### config.mk
export PLATFORM = sky130hd
export DESIGN_NAME = vc_trace_hex_fmt
export DESIGN_NICKNAME = d
export VERILOG_FILES = /design/src/rtl/vc_trace_pkg.sv /design/src/rtl/vc_trace_hex_fmt.sv
export SDC_FILE = /design/constraint.sdc
export NUM_CORES = 1
export LEC_CHECK = 0
export ABC_AREA = 1
export CORE_MARGIN = 2
export CORE_UTILIZATION = 40
export DETAILED_ROUTE_END_ITERATION = 8
export HOLD_SLACK_MARGIN = 0.03
export PLACE_DENSITY = 0.76
export SYNTH_ARGS = -nofsm -noshare
export SYNTH_HDL_FRONTEND = slang
export SYNTH_SLANG_ARGS = --single-unit
### constraint.sdc
create_clock -name clk -period 3.1 [get_ports clk]
set_input_delay 0.62 -clock clk [delete_from_list [all_inputs] [get_ports clk]]
set_output_delay 0.62 -clock clk [all_outputs]
set_load 0.01 [all_outputs]
### src/rtl/vc_trace_pkg.sv
// Shared types and ASCII constants for the line-trace formatter.
// Provides the FSM state enum and the nibble-to-hex helper.
package vc_trace_pkg;

  typedef enum logic [1:0] {
    IDLE,
    EMIT,
    SEP
  } state_t;

  localparam logic [7:0] ASCII_SPACE = 8'h20;
  localparam logic [7:0] ASCII_HASH  = 8'h23;
  localparam logic [7:0] ASCII_DOT   = 8'h2E;
  localparam logic [7:0] ASCII_BAR   = 8'h7C;
  localparam logic [7:0] ASCII_ZERO  = 8'h30;
  localparam logic [7:0] ASCII_A     = 8'h61;

  function automatic logic [7:0] nibble_to_ascii(logic [3:0] n);
    logic [7:0] w;
    w = {4'h0, n};
    if (n < 4'd10)
      return ASCII_ZERO + w;
    else
      return ASCII_A - 8'd10 + w;
  endfunction

endpackage

### src/rtl/vc_trace_hex_fmt.sv
// Serializes one sampled val/rdy/msg interface into an ASCII trace field.
// Hex digits, '#', '.' or blanks per column, then a '|' separator.
module vc_trace_hex_fmt
  import vc_trace_pkg::*;
#(
  parameter int p_msg_nbits = 32
) (
  input  logic                   clk,
  input  logic                   reset,
  input  logic                   cap_val,
  output logic                   cap_rdy,
  input  logic                   mon_val,
  input  logic                   mon_rdy,
  input  logic [p_msg_nbits-1:0] mon_msg,
  output logic                   out_val,
  input  logic                   out_rdy,
  output logic [7:0]             out_char,
  output logic                   out_last,
  output logic [31:0]            cycles
);

  localparam int NCHARS = (p_msg_nbits + 3) / 4;
  localparam int IW = (NCHARS > 1) ? $clog2(NCHARS) : 1;
  localparam int MW = 4 * NCHARS;
  localparam logic [IW-1:0] IDX_TOP = IW'(NCHARS - 1);

  state_t        state;
  state_t        state_n;
  logic [IW-1:0] idx;
  logic          c_val;
  logic          c_rdy;
  logic [MW-1:0] c_msg;
  logic          cap_fire;
  logic          out_fire;
  logic          at_top;
  logic [3:0]    nib;
  logic [7:0]    ch;

  assign cap_rdy  = (state == IDLE) && !reset;
  assign cap_fire = cap_val && cap_rdy;
  assign out_val  = (state != IDLE);
  assign out_last = (state == SEP);
  assign out_fire = out_val && out_rdy;

  always_comb begin
    state_n = state;
    unique case (state)
      IDLE: if (cap_fire) state_n = EMIT;
      EMIT: if (out_fire && idx == '0) state_n = SEP;
      SEP:  if (out_fire) state_n = IDLE;
      default: state_n = IDLE;
    endcase
  end

  always_ff @(posedge clk) begin
    if (reset) begin
      state  <= IDLE;
      idx    <= '0;
      c_val  <= 1'b0;
      c_rdy  <= 1'b0;
      c_msg  <= '0;
      cycles <= '0;
    end else begin
      state <= state_n;
      if (cap_fire) begin
        idx    <= IDX_TOP;
        c_val  <= mon_val;
        c_rdy  <= mon_rdy;
        c_msg  <= MW'(mon_msg);
        cycles <= cycles + 32'd1;
      end else if (state == EMIT && out_fire && idx != '0) begin
        idx <= idx - 1'b1;
      end
    end
  end

  // Only the leftmost column carries the '#' / '.' marker.
  always_comb begin
    nib    = c_msg[{idx, 2'b00} +: 4];
    at_top = (idx == IDX_TOP);
    ch     = ASCII_SPACE;
    unique case (1'b1)
      c_val && c_rdy:  ch = nibble_to_ascii(nib);
      !c_val && c_rdy: ch = ASCII_SPACE;
      c_val && !c_rdy: ch = at_top ? ASCII_HASH : ASCII_SPACE;
      default:         ch = at_top ? ASCII_DOT : ASCII_SPACE;
    endcase
  end

  always_comb begin
    out_char = 8'h00;
    unique case (state)
      EMIT:    out_char = ch;
      SEP:     out_char = ASCII_BAR;
      default: out_char = 8'h00;
    endcase
  end

endmodule

After elaboration in Yosys (flattened, before gate mapping):

Index checks and enable logic that the tools add are counted.

* logic and storage cells: 47
* output and inout port bits: 43
* bits in registers: 71

* $add $sub $neg: 4
* shift operators: 1
* reduce and logical (&&, ||, !) cells: 18
* mux-type cells: 11
* order comparisons: 1
* eq/ne operators: 6

Operators with widths (count)
* $add 32x1->32 const B: 1
* $shiftx 32x6->4: 1
* $pmux 8 s3: 1
* $pmux 8 s2: 1
* $logic_and 1x1->1: 9
* $add 7x4->8 const A: 1
* $mux 2: 4
* $mux 8: 1
* $add 6x4->7 const A: 1
* $mux 3: 2
* $pmux 2 s3: 1
* $lt 4x4->1 const B: 1
* $mux 4: 1
* $ne 2x2->1 const B: 2
* $reduce_bool 2->1: 2
* $eq 3x3->1 const B: 1
* $logic_not 1->1: 3
* $logic_not 3->1: 1
* $reduce_and 3->1: 1
* $reduce_bool 3->1: 1
* $sub 3x1->3 const B: 1
* $eq 2x1->1 const B: 1
* $eq 2x2->1 const B: 1
* $logic_not 2->1: 1
* $ne 2x1->1 const B: 1

Depth between registers and ports, before layout:

* word-level depth: 6
* gate-level depth with buffers: 16
* depth with buffers taken out: 14

Worst setup path before layout:

OpenSTA, ideal clock, no wires.

* kind: flip-flop to output port
* start: register idx[0]
* end: output out_char[2]
* arrival: 1.911 ns
* cell stages (with the launch flop): 17
* buffers on the path: 2
* slack: 0.569 ns
* cell sequence: dfxtp_1 > buf_4 > inv_4 > buf_2 > a21oi_1 > o21ai_0 > nand2_1 > inv_1 > o21ai_1 > inv_2 > ha_1 > nand3b_1 > nand4_1 > nand2_1 > nand2_1 > nand2_1 > a21oi_1

* cells in the longest elaborated chain, start to end: 5

RTL lines
* start: declaration: RTL line vc_trace_hex_fmt.sv:29 `logic [IW-1:0] idx;`
* start signal: assignment: RTL line vc_trace_hex_fmt.sv:72 `idx <= idx - 1'b1;`
* $shiftx 32x6->4: RTL line vc_trace_hex_fmt.sv:79 `nib = c_msg[{idx, 2'b00} +: 4];`
* $add 7x4->8, or another cell as far along: RTL line vc_trace_pkg.sv:24 `return ASCII_A - 8'd10 + w;`
* $mux 8: RTL line vc_trace_pkg.sv:21 `if (n < 4'd10)`
* $pmux 8 s3 *: RTL line vc_trace_hex_fmt.sv:82 `unique case (1'b1)`
* $pmux 8 s2 *: RTL line vc_trace_hex_fmt.sv:92 `unique case (state)`
* end: declaration: RTL line vc_trace_hex_fmt.sv:17 `output logic [7:0] out_char,`

Mark *: on every way between the ends. The rest lies on a longest branch, timed or not.

Final worst setup path:

Same ends and word-level chain as after synthesis.

==> flow_metrics.py <==
metrics = {
    "pwr": {
        "pwr-share-seq_pct": 41.0,
        "p_per_area_nw_per_um2": 535,
        "irDropWorstVdd_uv": 263,
        "cellLeakagePower_nw": 1.96,
        "clockPowerShare_pct": 26.6,
        "switching_share_pct": 33.7,
        "power_frac_comb_pct": 32.4,
        "intPower_mw": 1.71,
        "p_sw_mw": 0.872,
    },
    "timing": {
        "holdWs_ns": 0.457,
        "min_period_ns": 2.90,
        "tightest_slew_ns": 0.488,
        "hold_viol": 0,
        "finalSetupViolCount": 0,
        "rsz0062_at_grt": "false",
        "max_freq_ghz": 0.345,
        "fin_crit_sh_pct": 93.5,
        "finalMaxSlewViolations": 0,
        "maxSlewHeadroom_pct": 67.2,
        "clock_skew_ns": 0.00375,
        "setup_tns_ns": 0,
    },
    "cells_and_area": {
        "final_area_um2": 4840,
        "fillers": 915,
        "nets": 663,
        "fin_util_pct": 52.9,
        "drive_above_1_share_pct": 7.94,
        "area_growth_pct": 29.9,
        "fin_cells": 728,
        "antennaDiodeCount": 0,
    },
    "run": {
        "cap_violations": 0,
    },
    "place": {
        "placed_area_um2": 4630,
        "globalplace.congestion": 0.901,
        "hpwl_mm": 7.19,
        "placed_cells": 714,
        "port_buffers": 79,
    },
    "global_routing": {
        "use_met2_pct": 36.6,
        "grt_pass1_vias": 3765,
        "globalRoute.busiestLayer": "met2",
        "gr-usage-met3_pct": 6.17,
        "grt_max_degree": 51,
        "grt_util_met1_pct": 23.2,
        "grt_pass1_wl_mm": 16.7,
        "overflow": 0,
        "grt_use_total_pct": 20.6,
        "antenna_found_initial": 0,
    },
    "floorplan": {
        "io_pins": 81,
        "coreArea_um2": 9150,
        "die_w_um": 101,
        "rows": 35,
        "die_area_um2": 10100,
        "start_util_pct": 40.7,
        "die_h_um": 101,
    },
    "clock_network": {
        "clockBufferDepth": 2,
        "cts_setup_buffers": 0,
        "cts_buffers": 9,
        "cts.clk_slew.worst_paths_ns": 0.07,
        "cts.sinks": 71,
        "h-tree-depth": 3,
        "cts_tree": "yes",
        "clk_latency_ns": 0.34,
        "root_buffer": "clkbuf_8",
    },
    "yosys": {
        "synth_area_leaders": "dfxtp_1 (38%), nand2_1 (11%), a21oi_1 (8.6%), inv_1 (7.5%), o21ai_0 (6.6%)",
        "postSynthNetCount": 585,
        "synth_cell_types": 40,
        "ys_warn_count": 0,
        "avgSynthCellArea_um2": 6.95,
        "synth_edf_count": 0,
        "syn-cell-area_um2": 3720,
        "yosys.area.top_type": "dfxtp_1",
        "synth_top_area_share_pct": 38.2,
        "synth-seq-cells": 71,
        "async_reset_ff_share_pct": 0,
        "synthCells": 536,
        "yosysSeqAreaShare_pct": 38.2,
        "ys.flop_type": "dfxtp_1",
    },
    "detailed_routing": {
        "drtAntennaViolNets": 0,
        "route.detailed.drc": 0,
        "avgRoutedWirePerCell_um": 13.5,
        "vias": 3737,
        "wl_mm": 9.80,
        "vias_per_cell": 5.13,
        "first_pass_iters": 4,
        "drtIter0Drc": 92,
    },
    "setup_path": {
        "critPathMaxStageDelay_ns": 0.38,
        "path_common_cell": "nand2_1",
        "worstPathCellList": "inv_4, buf_4, o21ai_0, nand2_1, inv_1, o21ai_2, inv_2, ha_1, nand3b_1, nand4_1, nand2_1, nand2_1, nand2_1, a21oi_1, clkbuf_2",
        "cp-start-kind": "flop",
        "critical_path_peak_fanout": 11,
        "critPathRequiredTime_ns": 2.48,
        "end_kind": "primary output",
        "cp_slowest_cell": "dfxtp_4",
        "crit_arrival_ns": 2.28,
        "criticalPathCategory": "reg -> out",
    },
    "outcome": {
        "status": "finished, final reports clean",
    },
    "min_path": {
        "worstHoldPathType": "reg -> reg",
    },
}
==> kinds of logic (layout without fill, tap and decap cells) <==
group,Yosys count,count (layout),share of synthesized area [%]
flip-flops,71,71,38.2
other,1,1,0.101
AND/OR/NAND/NOR,215,215,27.4
AO/OA/AOI/OAI,125,125,17.3
adder cells (fa/ha/maj),11,11,3.69
XOR/XNOR,11,11,2.59
buffers and inverters,102,183,10.7
==> cell type report <==
type / count / area [um2] / area share [%]
Clock buffer: 14 / 183 / 3.78
Inverter: 80 / 303 / 6.26
Multi-Input combinational cell: 363 / 1910 / 39.6
Sequential cell: 71 / 1430 / 29.5
Tap cell: 111 / 139 / 2.87
Timing Repair Buffer: 89 / 870 / 18.0
==> worst max-delay path: cells and delay by family, from the launching register on <==
family / cells / cell delay [ns]
AOI/OAI and AO/OA: 3 / 0.32
adders and majority gates: 1 / 0.20
buffers and inverters: 5 / 0.53
DFF: 1 / 0.38
and+or+nand+nor: 6 / 0.50
==> path summary, 6_finish.rpt <==
path | cells past startpoint | start | slack [ns] | to
setup reg to reg | 10 | state[0] | 0.98 | state[0]
setup / recovery | 15 | idx[0] | 0.20 | out_char[2]
hold / removal | 2 | c_msg[22] | 0.46 | c_msg[22]
hold reg to reg | 2 | c_msg[22] | 0.46 | c_msg[22]
==> synthesized netlist by cell type (2+ instances only) <==
cell type	n
nand2_1	107
inv_1	74
dfxtp_1	71
a21oi_1	64
o21ai_0	49
nor2_1	34
nand3_1	30
nand4_1	13
clkbuf_1	12
ha_1	11
nor3_1	11
xor2_1	8
inv_2	5
buf_1	4
o21ai_1	4
buf_2	3
buf_4	3
nor3_2	3
xnor2_1	3
a31oi_1	2
nand3_2	2
nor2_2	2
nor2_4	2
nor3b_1	2
o21a_1	2
==> what timing repair did <==
| item | 4_1_cts | 5_1_grt |
|---|---|---|
| endpoints found under the setup margin | 6 | 5 |
| hold buffers | 0 | 0 |
| gates resized for setup | 6 | 9 |
==> sequential cells by signal (all words and copies together), names as in the netlist <==
name and count:
c_msg 32, cycles 32, idx 3, state 2, c_rdy 1, c_val 1
==> power by group through the flow <==
| stage | Combinational [mW] | Clock [mW] | Sequential (mW) |
|---|---|---|---|
| floorplan | 0.563 | 0 | 1.06 |
| global placement | 0.806 | 0 | 1.07 |
| detailed placement | 0.834 | 0 | 1.08 |
| CTS | 0.838 | 0.709 | 1.06 |
| global route | 0.956 | 0.744 | 1.07 |
| finish | 0.839 | 0.687 | 1.06 |
==> stage by stage <==
stage	worst slack [ns]	power, mW
6_report	0.201	2.59
2_1_floorplan	0.569	1.62
3_5_place_dp	0.0251	1.91
5_1_grt	0.0112	2.77
3_3_place_gp	0.150	1.88
4_1_cts	0.0136	2.61
==> per-layer routing <==
| layer | share of wire [%] | vias to the layer above |
|---|---|---|
| li1 | - | 1898 |
| met1 | 42 | 1695 |
| met2 | 48 | 109 |
| met3 | 6.3 | 35 |
| met4 | 3.3 | 0 |
| met5 | 0 | - |
==> cell usage in the layout, fill, tap and decap left out, types with 3 or more instances in the layout <==
cell type,netlist,routed
a21oi_1,64,63
buf_4,3,10
clkbuf_8,0,13
clkdlybuf4s50_1,0,73
dfxtp_1,71,69
dlymetal6s2s_1,0,4
ha_1,11,11
inv_1,74,74
inv_2,5,5
nand2_1,107,107
nand3_1,30,30
nand4_1,13,13
nor2_1,34,34
nor3_1,11,11
nor3_2,3,3
o21ai_0,49,49
xnor2_1,3,3
xor2_1,8,8
Power figures use the tool's default switching activity.
